`src/rtl/mem_pkg.sv`:
```
// Shared types and constants for the per-bank memory scheduler slice.
// Holds the scheduler FSM state enum, operation and id encodings, the
// request metadata payload and an index-width helper.
package mem_pkg;

    localparam int unsigned ADDR_W = 32;
    localparam int unsigned OP_W   = 3;
    localparam int unsigned ID_W   = 2;

    // Bank command operations
    localparam logic [OP_W-1:0] OP_LD    = 3'd0;
    localparam logic [OP_W-1:0] OP_ST    = 3'd1;
    localparam logic [OP_W-1:0] OP_FLUSH = 3'd2;

    // Source / destination ids
    localparam logic [ID_W-1:0] ID_CORE0 = 2'd0;
    localparam logic [ID_W-1:0] ID_CORE1 = 2'd1;
    localparam logic [ID_W-1:0] ID_DMA   = 2'd2;
    localparam logic [ID_W-1:0] ID_MEM   = 2'd3;

    typedef enum logic [2:0] {
        ST_IDLE,
        ST_ISSUE,
        ST_WAIT,
        ST_RESP,
        ST_GAP
    } sched_state_e;

    // Request fields latched at grant time (line data is kept separately)
    typedef struct packed {
        logic [ADDR_W-1:0] addr;
        logic [OP_W-1:0]   op;
        logic [ID_W-1:0]   src;
        logic [ID_W-1:0]   dest;
        logic              flush;
    } req_meta_t;

    // Bits needed to index n items (at least 1)
    function automatic int unsigned idx_width(input int unsigned n);
        return (n > 1) ? $clog2(n) : 1;
    endfunction

endpackage

```
`src/rtl/mem_bank_sched_if.sv`:
```
// Bundle of queue-side, bank-side and output-queue-side signals of one
// bank scheduler.
//   slave  : the scheduler's view (queue heads / bank response / full in)
//   master : the environment's view (queue heads / bank response / full out)
interface mem_bank_sched_if
    import mem_pkg::*;
#(
    parameter int unsigned CL_SIZE = 128,
    parameter int unsigned Q_WIDTH = 2
);
    // Queue heads
    logic [Q_WIDTH*ADDR_W-1:0] addr_in;
    logic [CL_SIZE-1:0]        data_in;
    logic [Q_WIDTH*OP_W-1:0]   operation_in;
    logic [Q_WIDTH-1:0]        valid_in;
    logic [Q_WIDTH*ID_W-1:0]   src_in;
    logic [Q_WIDTH*ID_W-1:0]   dest_in;
    logic [Q_WIDTH-1:0]        is_flush_in;
    logic [Q_WIDTH-1:0]        dealloc;
    // Bank command / completion
    logic                      bank_req_valid;
    logic [ADDR_W-1:0]         bank_addr;
    logic [OP_W-1:0]           bank_operation;
    logic [CL_SIZE-1:0]        bank_data;
    logic                      bank_rsp_valid;
    logic [CL_SIZE-1:0]        bank_rsp_data;
    // Output queue
    logic [ADDR_W-1:0]         addr_out;
    logic [CL_SIZE-1:0]        data_out;
    logic [OP_W-1:0]           operation_out;
    logic [ID_W-1:0]           src_out;
    logic [ID_W-1:0]           dest_out;
    logic                      is_flush_out;
    logic                      alloc_out;
    logic                      full_in;
    // Status
    logic                      busy;
    logic                      err_out;

    modport slave (
        input  addr_in, data_in, operation_in, valid_in, src_in, dest_in, is_flush_in,
        output dealloc,
        output bank_req_valid, bank_addr, bank_operation, bank_data,
        input  bank_rsp_valid, bank_rsp_data,
        output addr_out, data_out, operation_out, src_out, dest_out, is_flush_out, alloc_out,
        input  full_in,
        output busy, err_out
    );

    modport master (
        output addr_in, data_in, operation_in, valid_in, src_in, dest_in, is_flush_in,
        input  dealloc,
        input  bank_req_valid, bank_addr, bank_operation, bank_data,
        output bank_rsp_valid, bank_rsp_data,
        input  addr_out, data_out, operation_out, src_out, dest_out, is_flush_out, alloc_out,
        output full_in,
        input  busy, err_out
    );

endinterface

```
`src/rtl/mem_bank_sched_rr_arbiter.sv`:
```
// Round-robin arbiter: picks the first valid requester searching upward
// from ptr with wrap-around.
//   valid : per-requester request
//   ptr   : highest-priority requester index
//   grant : one-hot grant (zero when nothing valid)
//   idx   : index of the granted requester
//   found : any requester valid
module rr_arbiter
    import mem_pkg::*;
#(
    parameter int unsigned N  = 2,
    parameter int unsigned IW = idx_width(N)
) (
    input  logic [N-1:0]  valid,
    input  logic [IW-1:0] ptr,
    output logic [N-1:0]  grant,
    output logic [IW-1:0] idx,
    output logic          found
);

    logic [IW-1:0] cand;

    // Rotating priority search
    always_comb begin
        grant = '0;
        idx   = '0;
        found = 1'b0;
        cand  = '0;
        for (int unsigned k = 0; k < N; k++) begin
            cand = IW'((32'(ptr) + k) % N);
            if (!found && valid[cand]) begin
                found       = 1'b1;
                idx         = cand;
                grant[cand] = 1'b1;
            end
        end
    end

endmodule

```
`src/rtl/mem_bank_sched.sv`:
```
// Per-bank request scheduler: grants queue heads round-robin, issues one
// bank command at a time, waits for completion (with watchdog), hands the
// response to the output queue and enforces a recovery gap.
//   clk, rst : clock, synchronous active-high reset
//   bus      : queue heads + dealloc, bank command/response, output queue
//              push + full, busy and sticky timeout error
module mem_bank_sched
    import mem_pkg::*;
#(
    parameter int unsigned CL_SIZE  = 128,
    parameter int unsigned Q_WIDTH  = 2,
    parameter int unsigned BANK_GAP = 2,
    parameter int unsigned TIMEOUT  = 64,
    parameter int unsigned CNT_W    = 8
) (
    input  logic          clk,
    input  logic          rst,
    mem_bank_sched_if.slave bus
);

    localparam int unsigned PTR_W  = idx_width(Q_WIDTH);
    localparam int unsigned DATA_Q = Q_WIDTH - 1;

    sched_state_e     state;
    logic [PTR_W-1:0] ptr;
    logic [PTR_W-1:0] gnt_idx;
    logic [Q_WIDTH-1:0] gnt_oh;
    logic             gnt_found;
    logic [CNT_W-1:0] cnt;
    req_meta_t        req;
    req_meta_t        head;

    rr_arbiter #(
        .N  (Q_WIDTH),
        .IW (PTR_W)
    ) u_arb (
        .valid (bus.valid_in),
        .ptr   (ptr),
        .grant (gnt_oh),
        .idx   (gnt_idx),
        .found (gnt_found)
    );

    // Fields of the queue currently winning arbitration
    always_comb begin
        head       = '0;
        head.addr  = bus.addr_in[32'(gnt_idx)*ADDR_W +: ADDR_W];
        head.op    = bus.operation_in[32'(gnt_idx)*OP_W +: OP_W];
        head.src   = bus.src_in[32'(gnt_idx)*ID_W +: ID_W];
        head.dest  = bus.dest_in[32'(gnt_idx)*ID_W +: ID_W];
        head.flush = bus.is_flush_in[gnt_idx];
    end

    // Pop and push strobes are same-cycle; masked during reset so nothing
    // is popped or pushed while the transaction is being abandoned.
    assign bus.dealloc   = (!rst && state == ST_IDLE && gnt_found) ? gnt_oh : '0;
    assign bus.alloc_out = !rst && state == ST_RESP && !bus.full_in;
    assign bus.busy      = (state != ST_IDLE);

    // Sequencer and all registered outputs
    always_ff @(posedge clk) begin
        if (rst) begin
            state              <= ST_IDLE;
            ptr                <= '0;
            cnt                <= '0;
            req                <= '0;
            bus.bank_req_valid <= 1'b0;
            bus.bank_addr      <= '0;
            bus.bank_operation <= '0;
            bus.bank_data      <= '0;
            bus.addr_out       <= '0;
            bus.data_out       <= '0;
            bus.operation_out  <= '0;
            bus.src_out        <= '0;
            bus.dest_out       <= '0;
            bus.is_flush_out   <= 1'b0;
            bus.err_out        <= 1'b0;
        end else begin
            bus.bank_req_valid <= 1'b0;
            case (state)
                ST_IDLE: begin
                    if (gnt_found) begin
                        req                <= head;
                        bus.bank_addr      <= head.addr;
                        bus.bank_operation <= head.op;
                        // Only the data queue carries a line
                        bus.bank_data      <= (32'(gnt_idx) == DATA_Q) ? bus.data_in : '0;
                        ptr                <= PTR_W'((32'(gnt_idx) + 32'd1) % Q_WIDTH);
                        bus.bank_req_valid <= 1'b1;
                        state              <= ST_ISSUE;
                    end
                end
                ST_ISSUE: begin
                    cnt   <= '0;
                    state <= ST_WAIT;
                end
                ST_WAIT: begin
                    if (bus.bank_rsp_valid) begin
                        bus.data_out      <= bus.bank_rsp_data;
                        bus.addr_out      <= req.addr;
                        bus.operation_out <= req.op;
                        bus.src_out       <= req.dest;
                        bus.dest_out      <= req.src;
                        bus.is_flush_out  <= req.flush;
                        state             <= ST_RESP;
                    end else if (cnt == CNT_W'(TIMEOUT - 1)) begin
                        // Watchdog: deliver an empty line and flag it
                        bus.err_out       <= 1'b1;
                        bus.data_out      <= '0;
                        bus.addr_out      <= req.addr;
                        bus.operation_out <= req.op;
                        bus.src_out       <= req.dest;
                        bus.dest_out      <= req.src;
                        bus.is_flush_out  <= req.flush;
                        state             <= ST_RESP;
                    end else begin
                        cnt <= cnt + CNT_W'(1);
                    end
                end
                ST_RESP: begin
                    if (!bus.full_in) begin
                        if (BANK_GAP == 0) begin
                            state <= ST_IDLE;
                        end else begin
                            cnt   <= CNT_W'(BANK_GAP - 1);
                            state <= ST_GAP;
                        end
                    end
                end
                ST_GAP: begin
                    if (cnt == '0) begin
                        state <= ST_IDLE;
                    end else begin
                        cnt <= cnt - CNT_W'(1);
                    end
                end
                default: state <= ST_IDLE;
            endcase
        end
    end

endmodule

```
`src/flat_wrapper.sv`:
```
// flat-port wrapper written by rule: the top's interface ports become plain ports
module mem_bank_sched_flat import mem_pkg::*;
#(
    parameter int unsigned CL_SIZE  = 128,
    parameter int unsigned Q_WIDTH  = 2,
    parameter int unsigned BANK_GAP = 2,
    parameter int unsigned TIMEOUT  = 64,
    parameter int unsigned CNT_W    = 8
)
  (clk, rst, bus_addr_in, bus_data_in, bus_operation_in, bus_valid_in, bus_src_in, bus_dest_in, bus_is_flush_in, bus_dealloc, bus_bank_req_valid, bus_bank_addr, bus_bank_operation, bus_bank_data, bus_bank_rsp_valid, bus_bank_rsp_data, bus_addr_out, bus_data_out, bus_operation_out, bus_src_out, bus_dest_out, bus_is_flush_out, bus_alloc_out, bus_full_in, bus_busy, bus_err_out);
  mem_bank_sched_if #(.CL_SIZE(CL_SIZE), .Q_WIDTH(Q_WIDTH)) bus_i ();
  input  logic clk;
  input  logic rst;
  input wire logic [$bits(bus_i.addr_in)-1:0] bus_addr_in;
  input wire logic [$bits(bus_i.data_in)-1:0] bus_data_in;
  input wire logic [$bits(bus_i.operation_in)-1:0] bus_operation_in;
  input wire logic [$bits(bus_i.valid_in)-1:0] bus_valid_in;
  input wire logic [$bits(bus_i.src_in)-1:0] bus_src_in;
  input wire logic [$bits(bus_i.dest_in)-1:0] bus_dest_in;
  input wire logic [$bits(bus_i.is_flush_in)-1:0] bus_is_flush_in;
  output wire logic [$bits(bus_i.dealloc)-1:0] bus_dealloc;
  output wire logic [$bits(bus_i.bank_req_valid)-1:0] bus_bank_req_valid;
  output wire logic [$bits(bus_i.bank_addr)-1:0] bus_bank_addr;
  output wire logic [$bits(bus_i.bank_operation)-1:0] bus_bank_operation;
  output wire logic [$bits(bus_i.bank_data)-1:0] bus_bank_data;
  input wire logic [$bits(bus_i.bank_rsp_valid)-1:0] bus_bank_rsp_valid;
  input wire logic [$bits(bus_i.bank_rsp_data)-1:0] bus_bank_rsp_data;
  output wire logic [$bits(bus_i.addr_out)-1:0] bus_addr_out;
  output wire logic [$bits(bus_i.data_out)-1:0] bus_data_out;
  output wire logic [$bits(bus_i.operation_out)-1:0] bus_operation_out;
  output wire logic [$bits(bus_i.src_out)-1:0] bus_src_out;
  output wire logic [$bits(bus_i.dest_out)-1:0] bus_dest_out;
  output wire logic [$bits(bus_i.is_flush_out)-1:0] bus_is_flush_out;
  output wire logic [$bits(bus_i.alloc_out)-1:0] bus_alloc_out;
  input wire logic [$bits(bus_i.full_in)-1:0] bus_full_in;
  output wire logic [$bits(bus_i.busy)-1:0] bus_busy;
  output wire logic [$bits(bus_i.err_out)-1:0] bus_err_out;
  assign bus_i.addr_in = bus_addr_in;
  assign bus_i.data_in = bus_data_in;
  assign bus_i.operation_in = bus_operation_in;
  assign bus_i.valid_in = bus_valid_in;
  assign bus_i.src_in = bus_src_in;
  assign bus_i.dest_in = bus_dest_in;
  assign bus_i.is_flush_in = bus_is_flush_in;
  assign bus_dealloc = bus_i.dealloc;
  assign bus_bank_req_valid = bus_i.bank_req_valid;
  assign bus_bank_addr = bus_i.bank_addr;
  assign bus_bank_operation = bus_i.bank_operation;
  assign bus_bank_data = bus_i.bank_data;
  assign bus_i.bank_rsp_valid = bus_bank_rsp_valid;
  assign bus_i.bank_rsp_data = bus_bank_rsp_data;
  assign bus_addr_out = bus_i.addr_out;
  assign bus_data_out = bus_i.data_out;
  assign bus_operation_out = bus_i.operation_out;
  assign bus_src_out = bus_i.src_out;
  assign bus_dest_out = bus_i.dest_out;
  assign bus_is_flush_out = bus_i.is_flush_out;
  assign bus_alloc_out = bus_i.alloc_out;
  assign bus_i.full_in = bus_full_in;
  assign bus_busy = bus_i.busy;
  assign bus_err_out = bus_i.err_out;
  mem_bank_sched #(.CL_SIZE(CL_SIZE), .Q_WIDTH(Q_WIDTH), .BANK_GAP(BANK_GAP), .TIMEOUT(TIMEOUT), .CNT_W(CNT_W)) u_core (.clk(clk), .rst(rst), .bus(bus_i));
endmodule
```
`config.mk`:
```
export PLATFORM = sky130hd
export DESIGN_NAME = mem_bank_sched_flat
export DESIGN_NICKNAME = d
export VERILOG_FILES = /design/src/rtl/mem_pkg.sv /design/src/rtl/mem_bank_sched_if.sv /design/src/rtl/mem_bank_sched_rr_arbiter.sv /design/src/rtl/mem_bank_sched.sv /design/src/flat_wrapper.sv
export SDC_FILE = /design/constraint.sdc
export NUM_CORES = 1
export LEC_CHECK = 0
export CORE_AREA = 5 5 264 266
export DETAILED_ROUTE_END_ITERATION = 10
export DIE_AREA = 0 0 269 271
export PLACE_DENSITY = 0.54
export SETUP_SLACK_MARGIN = 0.4
export SYNTH_ARGS = -nofsm -noshare
export SYNTH_HDL_FRONTEND = slang
export SYNTH_HIERARCHICAL = 1
export SYNTH_SLANG_ARGS = --single-unit
```
`constraint.sdc`:
```
create_clock -name clk -period 2.75 [get_ports clk]
set_input_delay 0.275 -clock clk [delete_from_list [all_inputs] [get_ports clk]]
set_output_delay 0.275 -clock clk [all_outputs]
set_load 0.05 [all_outputs]
```
==> flow_metrics.tcl <==
set metrics [dict create \
    mostFrequentLayoutCell "clkdlybuf4s50_1" \
    min_period_over_period 0.824 \
    rows 95 \
    fp.dieH_um 271 \
    synthArstFlopShare 0 \
    antenna_found_initial 2 \
    wirelength_mm 55.8 \
    cts_hold_buf 0 \
    finalSetupViolCount 0 \
    ios 679 \
    rsz0062_at_grt "true" \
    clock_sinks 350 \
    netlist_instances 1522 \
    critPathKind "flop to flop" \
    cp_max_fo 10 \
    io_buffers 678 \
    synth_edf_count 0 \
    first_global_vias 13130 \
    period_needed_ns 2.27 \
    dp_hpwl_mm 41.4 \
    cap_violations 0 \
    ant_nets 0 \
    syn_area_per_cell_um2 8.59 \
    synth.distinct_cells 51 \
    whs_path_depth 2 \
    drive_gt1_frac 0.0620 \
    skew_ns 0.0250 \
    max-vdd-ir-drop_mv 0.401 \
    fmax_mhz 441 \
    syn2layout_area_growth_pct 69.5 \
    wl_per_cell_um 18.5 \
    start_util 0.196 \
    leakagePower_nw 7.69 \
    place.gp.congestion 0.825 \
    synth_nets 1867 \
    worst-r2r-setup-slack_ns 0.48 \
    cts-buffers-inserted 42 \
    first_iter_violations 718 \
    post-route-drc-count 0 \
    min_path_type "input pin to flop" \
    cts-root-buf "clkbuf_16" \
    synth_area_um2 13100 \
    grt_pass1_wl_mm 81.4 \
    ys_seq_area_frac 0.536 \
    hold_viol_final 0 \
    dpl_worst_slack_ns 0.350 \
    cts_tree "yes" \
    nFillCells 6858 \
    r2r_start "u_core/state[1]" \
    placed_cell_area_um2 20700 \
    start_kind "flop" \
    yosys_warnings 6 \
    worst_setup_path_end_kind "flop" \
    drv_slew 0 \
    grt_max_degree 129 \
    hp-start "rst" \
    first_pass_iters 5 \
    via_per_inst 4.36 \
    worstPathRequired_ns 3.25 \
    hold_end "u_core/bus.data_out[34]" \
    total_power_mw 16.5 \
    dieArea_um2 72900 \
    clk_pin_slew_ns 0.06 \
    ff2ff_path_depth 8 \
    ys.flop_type "dfxtp_1" \
    grt-ovfl-total 0 \
    arrival_ns 2.77 \
    tightest_slew_ns 0.732 \
    grt_usage 0.141 \
    mostFrequentLayoutCells "clkdlybuf4s50_1, dfxtp_1, nand2_1" \
    layout_setup_ws_ns 0.483 \
    clk_latency_ns 0.57 \
    fin_tns_setup_ns 0 \
    fin_util 0.332 \
    htree_num_levels 2 \
    status "complete, no violations" \
    layout.nets 2460 \
    design_area_um2 22200 \
    coreArea_um2 66800 \
    cts_max_path_buffers 3 \
    p_per_area_nw_per_um2 746 \
    r2r_end "u_core/cnt[4]" \
    ys_seq_elements 350 \
    maxSlewHeadroom 0.510 \
    die_w_um 269 \
    crit_start "u_core/state[1]" \
    vias 13148 \
]
-- cell families after synthesis --
| logic type | Yosys count | share of synthesized area |
|---|---|---|
| DFF | 350 | 0.536 |
| xor gates and xnor gates | 3 | 0.00201 |
| muxes | 40 | 0.0306 |
| AOI/OAI and AO/OA | 379 | 0.183 |
| buffers and inverters | 182 | 0.0630 |
| adders and majority gates | 3 | 0.00287 |
| and+or+nand+nor | 565 | 0.182 |
-- synthesized netlist by cell type, drive strengths merged, types with 3 or more instances --
cell / instances / area, um^2
o21ai: 5 / 25.0
a21boi: 3 / 22.5
nor4: 5 / 31.3
ha: 3 / 37.5
dfxtp: 350 / 7010
inv: 6 / 22.5
mux2i: 40 / 400
clkbuf: 134 / 503
nand3: 130 / 651
nand4: 3 / 18.8
or4: 4 / 30.0
buf: 42 / 299
or2: 4 / 25.0
and2: 5 / 31.3
a211oi: 41 / 308
nor2: 180 / 676
a22oi: 128 / 961
nor3: 4 / 20.0
nand2: 218 / 818
nand2b: 3 / 18.8
a21oi: 180 / 901
-- worst max-delay path, stage by stage, from the launching register on --
cell	delay [ns]
dfxtp_2	0.38
or3b_4	0.42
xnor2_1	0.14
ha_2	0.22
nor2_1	0.13
nand2_1	0.12
o31a_1	0.24
or4_1	0.39
a21oi_1	0.15
-- per-stage QoR --
| step | hold WS, ns | instances |
|---|---|---|
| final | 0.122 | 3019 |
| after global routing | 0.127 | 3019 |
| after CTS | 0.0889 | 3013 |
| after detailed placement | 0.443 | 2937 |
| after global placement | 0.437 | 2937 |
| after floorplan | 0.423 | 1522 |
-- worst max-delay path by stage --
stage,depth (start not counted),end
global placement,6,u_core/cnt[4]
CTS,8,bus_dealloc[0]
global route,8,u_core/cnt[4]
floorplan,11,u_core/cnt[4]
detailed placement,6,u_core/cnt[4]
finish,8,u_core/cnt[4]
-- per-layer routing --
| layer | track usage | wire (um) | vias to the layer above |
|---|---|---|---|
| li1 | - | - | 6425 |
| met1 | 0.161 | 21600 | 6141 |
| met2 | 0.238 | 26600 | 491 |
| met3 | 0.0547 | 5590 | 89 |
| met4 | 0.0532 | 1990 | 2 |
| met5 | 0 | 11 | - |
-- area by class of cell --
class | instances | area [um^2] | share of cell area
clock inverters | 12 | 208 | 0.00937
well taps | 873 | 1090 | 0.0493
flip-flops and latches | 350 | 7010 | 0.316
inverters | 6 | 22.5 | 0.00102
diodes | 1 | 2.50 | 0.000113
clock buffers | 62 | 1190 | 0.0535
multi-input cells | 990 | 5330 | 0.241
repair buffers | 725 | 7320 | 0.330
-- where the power goes --
part           total, mW  internal (mW)  switching (mW)
logic               5.06           1.82            3.24
registers           5.83           5.53           0.306
clock network       5.64           3.38            2.26
-- what timing repair did --
action	CTS	global route
setup endpoints to repair	4	8
cloned	0	0
setup buffers	2	5
gates resized for setup	11	4
pin swaps	2	2
-- sequential cells by signal (all words and copies together) (netlist names) --
register / cells
u_core/bus.src_out: 2
u_core/bus.dest_out: 2
u_core/bus.bank_req_valid: 1
u_core/cnt: 8
u_core/bus.err_out: 1
u_core/bus.bank_data: 128
u_core/bus.data_out: 128
u_core/bus.is_flush_out: 1
u_core/bus.operation_out: 3
u_core/bus.addr_out: 32
u_core/ptr: 1
u_core/req: 40
u_core/state: 3
No activity file was read; power rests on OpenSTA's default activity.
